`config.mk`:
```
export PLATFORM = sky130hd
export DESIGN_NAME = spi_slave_flat
export DESIGN_NICKNAME = d
export VERILOG_FILES = /design/src/rtl/spi_slave_if.sv /design/src/rtl/spi_slave.sv /design/src/flat_wrapper.sv
export SDC_FILE = /design/constraint.sdc
export NUM_CORES = 1
export LEC_CHECK = 0
export ABC_CLOCK_PERIOD_IN_PS = 3570
export CAP_MARGIN = 30
export CORE_UTILIZATION = 40
export CTS_CLUSTER_DIAMETER = 100
export DETAILED_ROUTE_END_ITERATION = 10
export REMOVE_ABC_BUFFERS = 1
export SYNTH_ARGS = -nofsm -noshare
export SYNTH_HDL_FRONTEND = slang
export SYNTH_SLANG_ARGS = --single-unit
export TNS_END_PERCENT = 20
```
`constraint.sdc`:
```
create_clock -name clk -period 3.57 [get_ports clk]
set_input_delay 0.714 -clock clk [delete_from_list [all_inputs] [get_ports clk]]
set_output_delay 0.714 -clock clk [all_outputs]
set_load 0.01 [all_outputs]
```
`src/rtl/spi_slave_if.sv`:
```
`default_nettype none
// ============================================================================
// Module      : spi_slave_if
// Description : SPI pin bundle between an SPI master and an SPI target.
//               master modport drives SCLK/CS_N/MOSI and observes MISO/OE;
//               slave modport is the mirror image.
//   spi_clk     : serial clock from the master
//   spi_cs_n    : chip select, active low
//   spi_mosi    : master-to-target data
//   spi_miso    : target-to-master data (0 when not driving)
//   spi_miso_oe : target tristate enable for spi_miso
// Revision    : 1.0 - initial release
// ============================================================================
interface spi_slave_if;
    logic spi_clk;
    logic spi_cs_n;
    logic spi_mosi;
    logic spi_miso;
    logic spi_miso_oe;

    modport master (
        output spi_clk,
        output spi_cs_n,
        output spi_mosi,
        input  spi_miso,
        input  spi_miso_oe
    );

    modport slave (
        input  spi_clk,
        input  spi_cs_n,
        input  spi_mosi,
        output spi_miso,
        output spi_miso_oe
    );
endinterface
`default_nettype wire

```
`src/rtl/spi_slave.sv`:
```
`default_nettype none
// ============================================================================
// Module      : spi_slave
// Description : Oversampling SPI target, all four CPOL/CPHA modes, MSB first,
//               fixed word length, back-to-back words inside one CS window.
//               TX words come from a one-entry valid/ready buffer; RX words
//               are reported with a one-cycle rx_valid pulse.
// Ports       :
//   clk, rst           : system clock, asynchronous active-high reset
//   cpol, cpha         : SPI mode (static while spi_cs_n is high)
//   tx_data/valid/ready: one-entry TX buffer load handshake
//   rx_data, rx_valid  : last complete received word and its update pulse
//   busy               : high while a chip-select window is active
//   tx_underrun        : pulse, a word started with the TX buffer empty
//   frame_error        : pulse, CS deasserted in the middle of a word
//   spi                : SPI pins (slave modport)
// Revision    : 1.0 - initial release
// ============================================================================
module spi_slave #(
    parameter int                    DATA_WIDTH = 8,
    parameter logic [DATA_WIDTH-1:0] IDLE_TX    = '1
) (
    input  logic                  clk,
    input  logic                  rst,
    input  logic                  cpol,
    input  logic                  cpha,
    input  logic [DATA_WIDTH-1:0] tx_data,
    input  logic                  tx_valid,
    output logic                  tx_ready,
    output logic [DATA_WIDTH-1:0] rx_data,
    output logic                  rx_valid,
    output logic                  busy,
    output logic                  tx_underrun,
    output logic                  frame_error,
    spi_slave_if.slave            spi
);

    localparam int c_CNT_W = (DATA_WIDTH > 1) ? $clog2(DATA_WIDTH) : 1;
    localparam int c_MSB   = DATA_WIDTH - 1;

    typedef enum logic [0:0] {
        ST_IDLE   = 1'b0,
        ST_ACTIVE = 1'b1
    } state_t;

    state_t r_state;
    state_t w_state_next;

    // Synchroniser chains: [0] first flop, [1] synchronised, [2] edge-detect history
    logic [2:0] r_sclk_sync;
    logic [2:0] r_cs_sync;
    logic [1:0] r_mosi_sync;

    logic                  r_buf_full;
    logic [DATA_WIDTH-1:0] r_buf_data;
    logic [DATA_WIDTH-1:0] r_tx_shift;
    logic                  r_miso;
    logic [DATA_WIDTH-1:0] r_rx_shift;
    logic [c_CNT_W-1:0]    r_bit_cnt;
    logic                  r_word_done;

    logic w_sclk_edge;
    logic w_leading;
    logic w_trailing;
    logic w_cs_fall;
    logic w_cs_rise;
    logic w_mosi;
    logic w_word_start;
    logic w_sample;
    logic w_shift;
    logic w_end;
    logic w_last_bit;
    logic [DATA_WIDTH-1:0] w_rx_next;

    // ------------------------------------------------------------------
    // Pin synchronisers
    // ------------------------------------------------------------------
    always_ff @(posedge clk or posedge rst) begin
        if (rst) begin
            r_sclk_sync <= 3'b000;
            r_cs_sync   <= 3'b111;
            r_mosi_sync <= 2'b00;
        end else begin
            r_sclk_sync <= {r_sclk_sync[1:0], spi.spi_clk};
            r_cs_sync   <= {r_cs_sync[1:0], spi.spi_cs_n};
            r_mosi_sync <= {r_mosi_sync[0], spi.spi_mosi};
        end
    end

    assign w_sclk_edge = r_sclk_sync[2] ^ r_sclk_sync[1];
    // Leading edge leaves the idle level, trailing edge returns to it
    assign w_leading   = w_sclk_edge & (r_sclk_sync[1] != cpol);
    assign w_trailing  = w_sclk_edge & (r_sclk_sync[1] == cpol);
    assign w_cs_fall   = r_cs_sync[2] & ~r_cs_sync[1];
    assign w_cs_rise   = ~r_cs_sync[2] & r_cs_sync[1];
    assign w_mosi      = r_mosi_sync[1];
    assign w_last_bit  = (r_bit_cnt == c_CNT_W'(DATA_WIDTH - 1));
    assign w_rx_next   = DATA_WIDTH'({r_rx_shift, w_mosi});

    // ------------------------------------------------------------------
    // FSM
    // ------------------------------------------------------------------
    always_ff @(posedge clk or posedge rst) begin
        if (rst) begin
            r_state <= ST_IDLE;
        end else begin
            r_state <= w_state_next;
        end
    end

    always_comb begin
        w_state_next = r_state;
        w_word_start = 1'b0;
        w_sample     = 1'b0;
        w_shift      = 1'b0;
        w_end        = 1'b0;
        case (r_state)
            ST_IDLE: begin
                if (w_cs_fall) begin
                    w_state_next = ST_ACTIVE;
                    w_word_start = 1'b1;
                end
            end
            ST_ACTIVE: begin
                // CS rise takes priority over any SCLK edge in the same cycle
                if (w_cs_rise) begin
                    w_state_next = ST_IDLE;
                    w_end        = 1'b1;
                end else begin
                    w_word_start = r_word_done;
                    w_sample     = cpha ? w_trailing : w_leading;
                    // In CPHA=0 the trailing edge after the last sample of a
                    // word arrives with the counter already wrapped; the next
                    // word's MSB is on the wire by then and must not shift.
                    w_shift      = cpha ? w_leading
                                        : (w_trailing && (r_bit_cnt != '0));
                end
            end
            default: begin
                w_state_next = ST_IDLE;
            end
        endcase
    end

    // ------------------------------------------------------------------
    // TX buffer: can only be loaded while empty, so a consume and a load
    // never collide in the same cycle.
    // ------------------------------------------------------------------
    always_ff @(posedge clk or posedge rst) begin
        if (rst) begin
            r_buf_full <= 1'b0;
            r_buf_data <= '0;
        end else begin
            if (w_word_start && r_buf_full) begin
                r_buf_full <= 1'b0;
            end else if (tx_valid && !r_buf_full) begin
                r_buf_full <= 1'b1;
                r_buf_data <= tx_data;
            end
        end
    end

    // ------------------------------------------------------------------
    // TX shift path
    // ------------------------------------------------------------------
    always_ff @(posedge clk or posedge rst) begin
        if (rst) begin
            r_tx_shift  <= '0;
            r_miso      <= 1'b0;
            tx_underrun <= 1'b0;
        end else begin
            tx_underrun <= 1'b0;
            if (w_word_start) begin
                if (r_buf_full) begin
                    r_tx_shift <= r_buf_data;
                end else begin
                    r_tx_shift  <= IDLE_TX;
                    tx_underrun <= 1'b1;
                end
            end else if (w_shift) begin
                r_miso     <= r_tx_shift[c_MSB];
                r_tx_shift <= r_tx_shift << 1;
            end
        end
    end

    // ------------------------------------------------------------------
    // RX shift path and bit counter
    // ------------------------------------------------------------------
    always_ff @(posedge clk or posedge rst) begin
        if (rst) begin
            r_rx_shift  <= '0;
            r_bit_cnt   <= '0;
            r_word_done <= 1'b0;
            rx_data     <= '0;
            rx_valid    <= 1'b0;
            frame_error <= 1'b0;
        end else begin
            rx_valid    <= 1'b0;
            frame_error <= 1'b0;
            r_word_done <= 1'b0;
            if (w_end) begin
                // Partial word is dropped without an rx_valid
                if (r_bit_cnt != '0) begin
                    frame_error <= 1'b1;
                end
                r_bit_cnt <= '0;
            end else if (w_word_start) begin
                r_bit_cnt <= '0;
            end else if (w_sample) begin
                r_rx_shift <= w_rx_next;
                if (w_last_bit) begin
                    r_bit_cnt   <= '0;
                    rx_data     <= w_rx_next;
                    rx_valid    <= 1'b1;
                    r_word_done <= 1'b1;
                end else begin
                    r_bit_cnt <= r_bit_cnt + c_CNT_W'(1);
                end
            end
        end
    end

    // ------------------------------------------------------------------
    // Outputs: CPHA=0 presents the shift register MSB directly, CPHA=1
    // presents the bit latched on the most recent shift edge.
    // ------------------------------------------------------------------
    assign tx_ready        = ~r_buf_full;
    assign busy            = (r_state == ST_ACTIVE);
    assign spi.spi_miso_oe = busy;
    assign spi.spi_miso    = busy & (cpha ? r_miso : r_tx_shift[c_MSB]);

endmodule
`default_nettype wire

```
`src/flat_wrapper.sv`:
```
// flat-port wrapper written by rule: the top's interface ports become plain ports
module spi_slave_flat 
#(
    parameter int                    DATA_WIDTH = 8,
    parameter logic [DATA_WIDTH-1:0] IDLE_TX    = '1
)
  (clk, rst, cpol, cpha, tx_data, tx_valid, tx_ready, rx_data, rx_valid, busy, tx_underrun, frame_error, spi_spi_clk, spi_spi_cs_n, spi_spi_mosi, spi_spi_miso, spi_spi_miso_oe);
  spi_slave_if spi_i ();
  input  logic clk;
  input  logic rst;
  input  logic cpol;
  input  logic cpha;
  input  logic [DATA_WIDTH-1:0] tx_data;
  input  logic tx_valid;
  output logic tx_ready;
  output logic [DATA_WIDTH-1:0] rx_data;
  output logic rx_valid;
  output logic busy;
  output logic tx_underrun;
  output logic frame_error;
  input wire logic [$bits(spi_i.spi_clk)-1:0] spi_spi_clk;
  input wire logic [$bits(spi_i.spi_cs_n)-1:0] spi_spi_cs_n;
  input wire logic [$bits(spi_i.spi_mosi)-1:0] spi_spi_mosi;
  output wire logic [$bits(spi_i.spi_miso)-1:0] spi_spi_miso;
  output wire logic [$bits(spi_i.spi_miso_oe)-1:0] spi_spi_miso_oe;
  assign spi_i.spi_clk = spi_spi_clk;
  assign spi_i.spi_cs_n = spi_spi_cs_n;
  assign spi_i.spi_mosi = spi_spi_mosi;
  assign spi_spi_miso = spi_i.spi_miso;
  assign spi_spi_miso_oe = spi_i.spi_miso_oe;
  spi_slave #(.DATA_WIDTH(DATA_WIDTH), .IDLE_TX(IDLE_TX)) u_core (.clk(clk), .rst(rst), .cpol(cpol), .cpha(cpha), .tx_data(tx_data), .tx_valid(tx_valid), .tx_ready(tx_ready), .rx_data(rx_data), .rx_valid(rx_valid), .busy(busy), .tx_underrun(tx_underrun), .frame_error(frame_error), .spi(spi_i));
endmodule
```
==> out/summary.txt <==
Status: finished, final reports clean
Boundary pin count: 31
First-pass GRT wire length: 5720 µm
Routed length per placed instance: 12.81 µm
Static leakage: 1.082 nW
GR Util met1: 0.1757
Slew of the pin with the lowest slew margin: 749.9 ps
Area contributors post-synth: dfrtp_1 56%, mux2_2 14%, mux2i_1 5.5%, dfstp_2 3.9%, a21oi_1 2.5%
# hold bufs at CTS: 0
Combinational power share: 0.207
Register area share after synthesis: 0.6034
Largest net degree at the start of global routing: 49
Iteration-0 DRC count of the detailed router: 74
P_int: 0.001014 W
Htree depth: 2
Setup Buffers After CTS: 0
Crit path DAT: 2030 ps
Setup TNS: 0 ps
Commonest non-fill, non-tap cell in the layout: dfrtp_1
Clk network pwr share: 0.233
Mean Syn Cell Area: 13.22 µm²
Critical path cell sequence: clkdlybuf4s50_1, mux2i_1, nor2b_1, clkdlybuf4s50_1
Fin crit share: 0.7681
Net switching power: 0.0003723 W
Max incr delay on CP: 550 ps
# fillers: 445
Critical Path Source Type: input port
Placed instance area: 0.002355 mm²
Vias per inst: 4.782
Required time of the critical path: 2860 ps
Die footprint: 0.005279 mm²
Placer congestion estimate: 0.6948
Estimated wirelength of the detail-placed design: 2285 µm
Diodes inserted: 0
Worst min path class: register to register
Synthesis Warnings: 0
Initial Utilization: 0.4200
Max-cap viol count: 0
Yosys top cell by area: dfrtp_1
Critical-path top delay cell: clkdlybuf4s50_1
# clock sinks: 48
First-pass iteration count of the detailed router: 4
Maximum fanout along the worst path: 4
Global route hottest layer: met2
Final Hold Fails: 0
Commonest non-fill, non-tap cells in the layout: 45 x dfrtp_1, 30 x clkdlybuf4s50_1, 24 x mux2_2, 11 x mux2i_1, 11 x nor2_1
Cells after Synth: 151
M3 GR Usage: 0.04144
Clock skew: 3.851 ps
CP endpoint kind: output port
Post-cts resize count: 0
CP bufs+invs: 2
Buffers on Ports: 30
Vias in the first global route: 1287
Family with the most delay on the worst path: buffers and inverters
Sw Share: 0.2685
Total power: 0.001386 W
Min Hold Slack: 357.2 ps
Area growth from synthesis to layout: 23.56%
Worst-Skew Late Latency: 290 ps
Cell Rows: 25
Reg clk slew, reported paths: 80 ps
Initial antenna violation count: 0
CTS Root Cell: clkbuf_8
Final setup fails: 0
Share of the synthesized area in the top cell type: 0.5639
Drt total wl: 3227 µm
Netlist Area Pre-Place: 0.001997 mm²
Die W: 72.66 µm
Max transition margin: 0.4991
Total number of vias: 1205
Max-slew violation count: 0
Maximum clock frequency: 364.7 MHz
Cell mode on critical path: clkdlybuf4s50_1
RSZ-0062 raised after global routing: false
Overflow after GRT: 0
Yosys reg bits: 48
Share of cells above drive strength 1: 0.2324
CTS Buffer Depth: 2
Sequential share of power: 0.561
Worst vdd ir: 286.1 µV
Crit path time final: 2742 ps
Cell Pwr Density: 561.9 mW/mm²
Reg-to-reg slack, setup: 1540 ps
Fin area: 0.002467 mm²
Die height: 72.66 µm
Netlist cell types: 29
Num CTS Buffers: 5
DR DRC count: 0
Core Area: 0.004755 mm²
Final #Nets: 203
Global routing usage on met2: 0.2368
Remaining antenna violation count: 0
CTS tree: built
Total track usage: 0.1438
Crit Path Category: input port to output port
-- final timing paths --
kind | cells past startpoint | startpoint | endpoint
max | 4 | cpha | spi_spi_miso
min | 0 | u_core.r_sclk_sync[0]$_DFF_PP0_ | u_core.r_sclk_sync[1]$_DFF_PP0_
max reg2reg | 5 | u_core.busy$_DFF_PP0_ | u_core.r_tx_shift[6]$_DFFE_PP0P_
min reg2reg | 0 | u_core.r_sclk_sync[0]$_DFF_PP0_ | u_core.r_sclk_sync[1]$_DFF_PP0_
max in group asynchronous | 3 | rst | u_core.r_cs_sync[2]$_DFF_PP1_
min in group asynchronous | 2 | rst | u_core.rx_data[5]$_DFFE_PP0P_
-- worst reg2reg max path, delay by kind of cell (launching register included) --
| kind | cells | cell delay [ps] |
|---|---|---|
| AOI/OAI and AO/OA | 2 | 340 |
| DFF | 1 | 520 |
| and+or+nand+nor | 3 | 1040 |
-- state kept, by name, indices dropped and copies added (netlist names) --
signal              count
u_core.r_tx_shift       8
u_core.r_cs_sync        3
u_core.rx_valid         1
u_core.r_rx_shift       7
u_core.tx_underrun      1
u_core.rx_data          8
u_core.r_miso           1
u_core.r_sclk_sync      3
u_core.frame_error      1
u_core.r_buf_full       1
u_core.busy             1
u_core.r_bit_cnt        3
u_core.r_mosi_sync      2
u_core.r_buf_data       8
-- through the flow --
step / worst slack (ps) / cells / utilization
floorplan: 1628 / 146 / -
global placement: 870.2 / 243 / 0.4953
detailed placement: 811.3 / 243 / 0.4953
CTS: 807.4 / 251 / 0.5147
global route: 735.6 / 252 / 0.5189
finish: 828.1 / 252 / 0.5189
-- layout make-up --
cell class	count	area, µm²	area share
clock buffers	6	82.58	0.03347
clock inverters	2	10.01	0.004057
inverters	5	18.77	0.007606
multi-input cells	93	747.0	0.3027
flip-flops and latches	48	1205	0.4883
well taps	67	83.83	0.03398
repair buffers	31	320.3	0.1298
-- routing by layer --
metal | up-vias | wire length, µm
met2 | 27 | 1596
li1 | 580 | -
met1 | 594 | 1437
met3 | 4 | 142
met4 | 0 | 51
met5 | - | 0
-- power by group through the flow --
stage               sequential (W)  clock [W]  combinational (W)
floorplan                 0.000763          0           0.000210
global route              0.000803   0.000361           0.000320
detailed placement        0.000791          0           0.000289
global placement          0.000783          0           0.000275
CTS                       0.000781   0.000337           0.000290
finish                    0.000778   0.000322           0.000286
-- cell usage after synthesis --
master,count
a21o_1,1
a21oi_1,10
and2b_1,1
and3_1,1
buf_2,3
buf_4,1
clkbuf_1,1
dfrtp_1,45
dfstp_2,3
ha_1,3
inv_1,5
mux2_2,24
mux2i_1,11
nand2_1,8
nand2b_1,3
nand3_1,1
nand3_2,1
nand4_4,1
nand4b_1,1
nor2_1,11
nor2_4,1
nor2b_1,5
o21a_1,1
o21ai_0,4
o21ai_4,1
o22ai_1,1
o22ai_2,1
or3b_2,1
xor2_1,1
-- logic make-up (layout without fill, tap and decap cells) --
logic type,after synthesis,count (layout),synth area share
simple gates,35,35,0.1003
buf+inv,10,44,0.02255
fa+ha+maj,3,3,0.01880
mux,35,35,0.1905
compound gates,19,19,0.06016
xor+xnor,1,1,0.004387
flops,48,48,0.6034
Note: power is estimated with default switching activity, not from simulation.
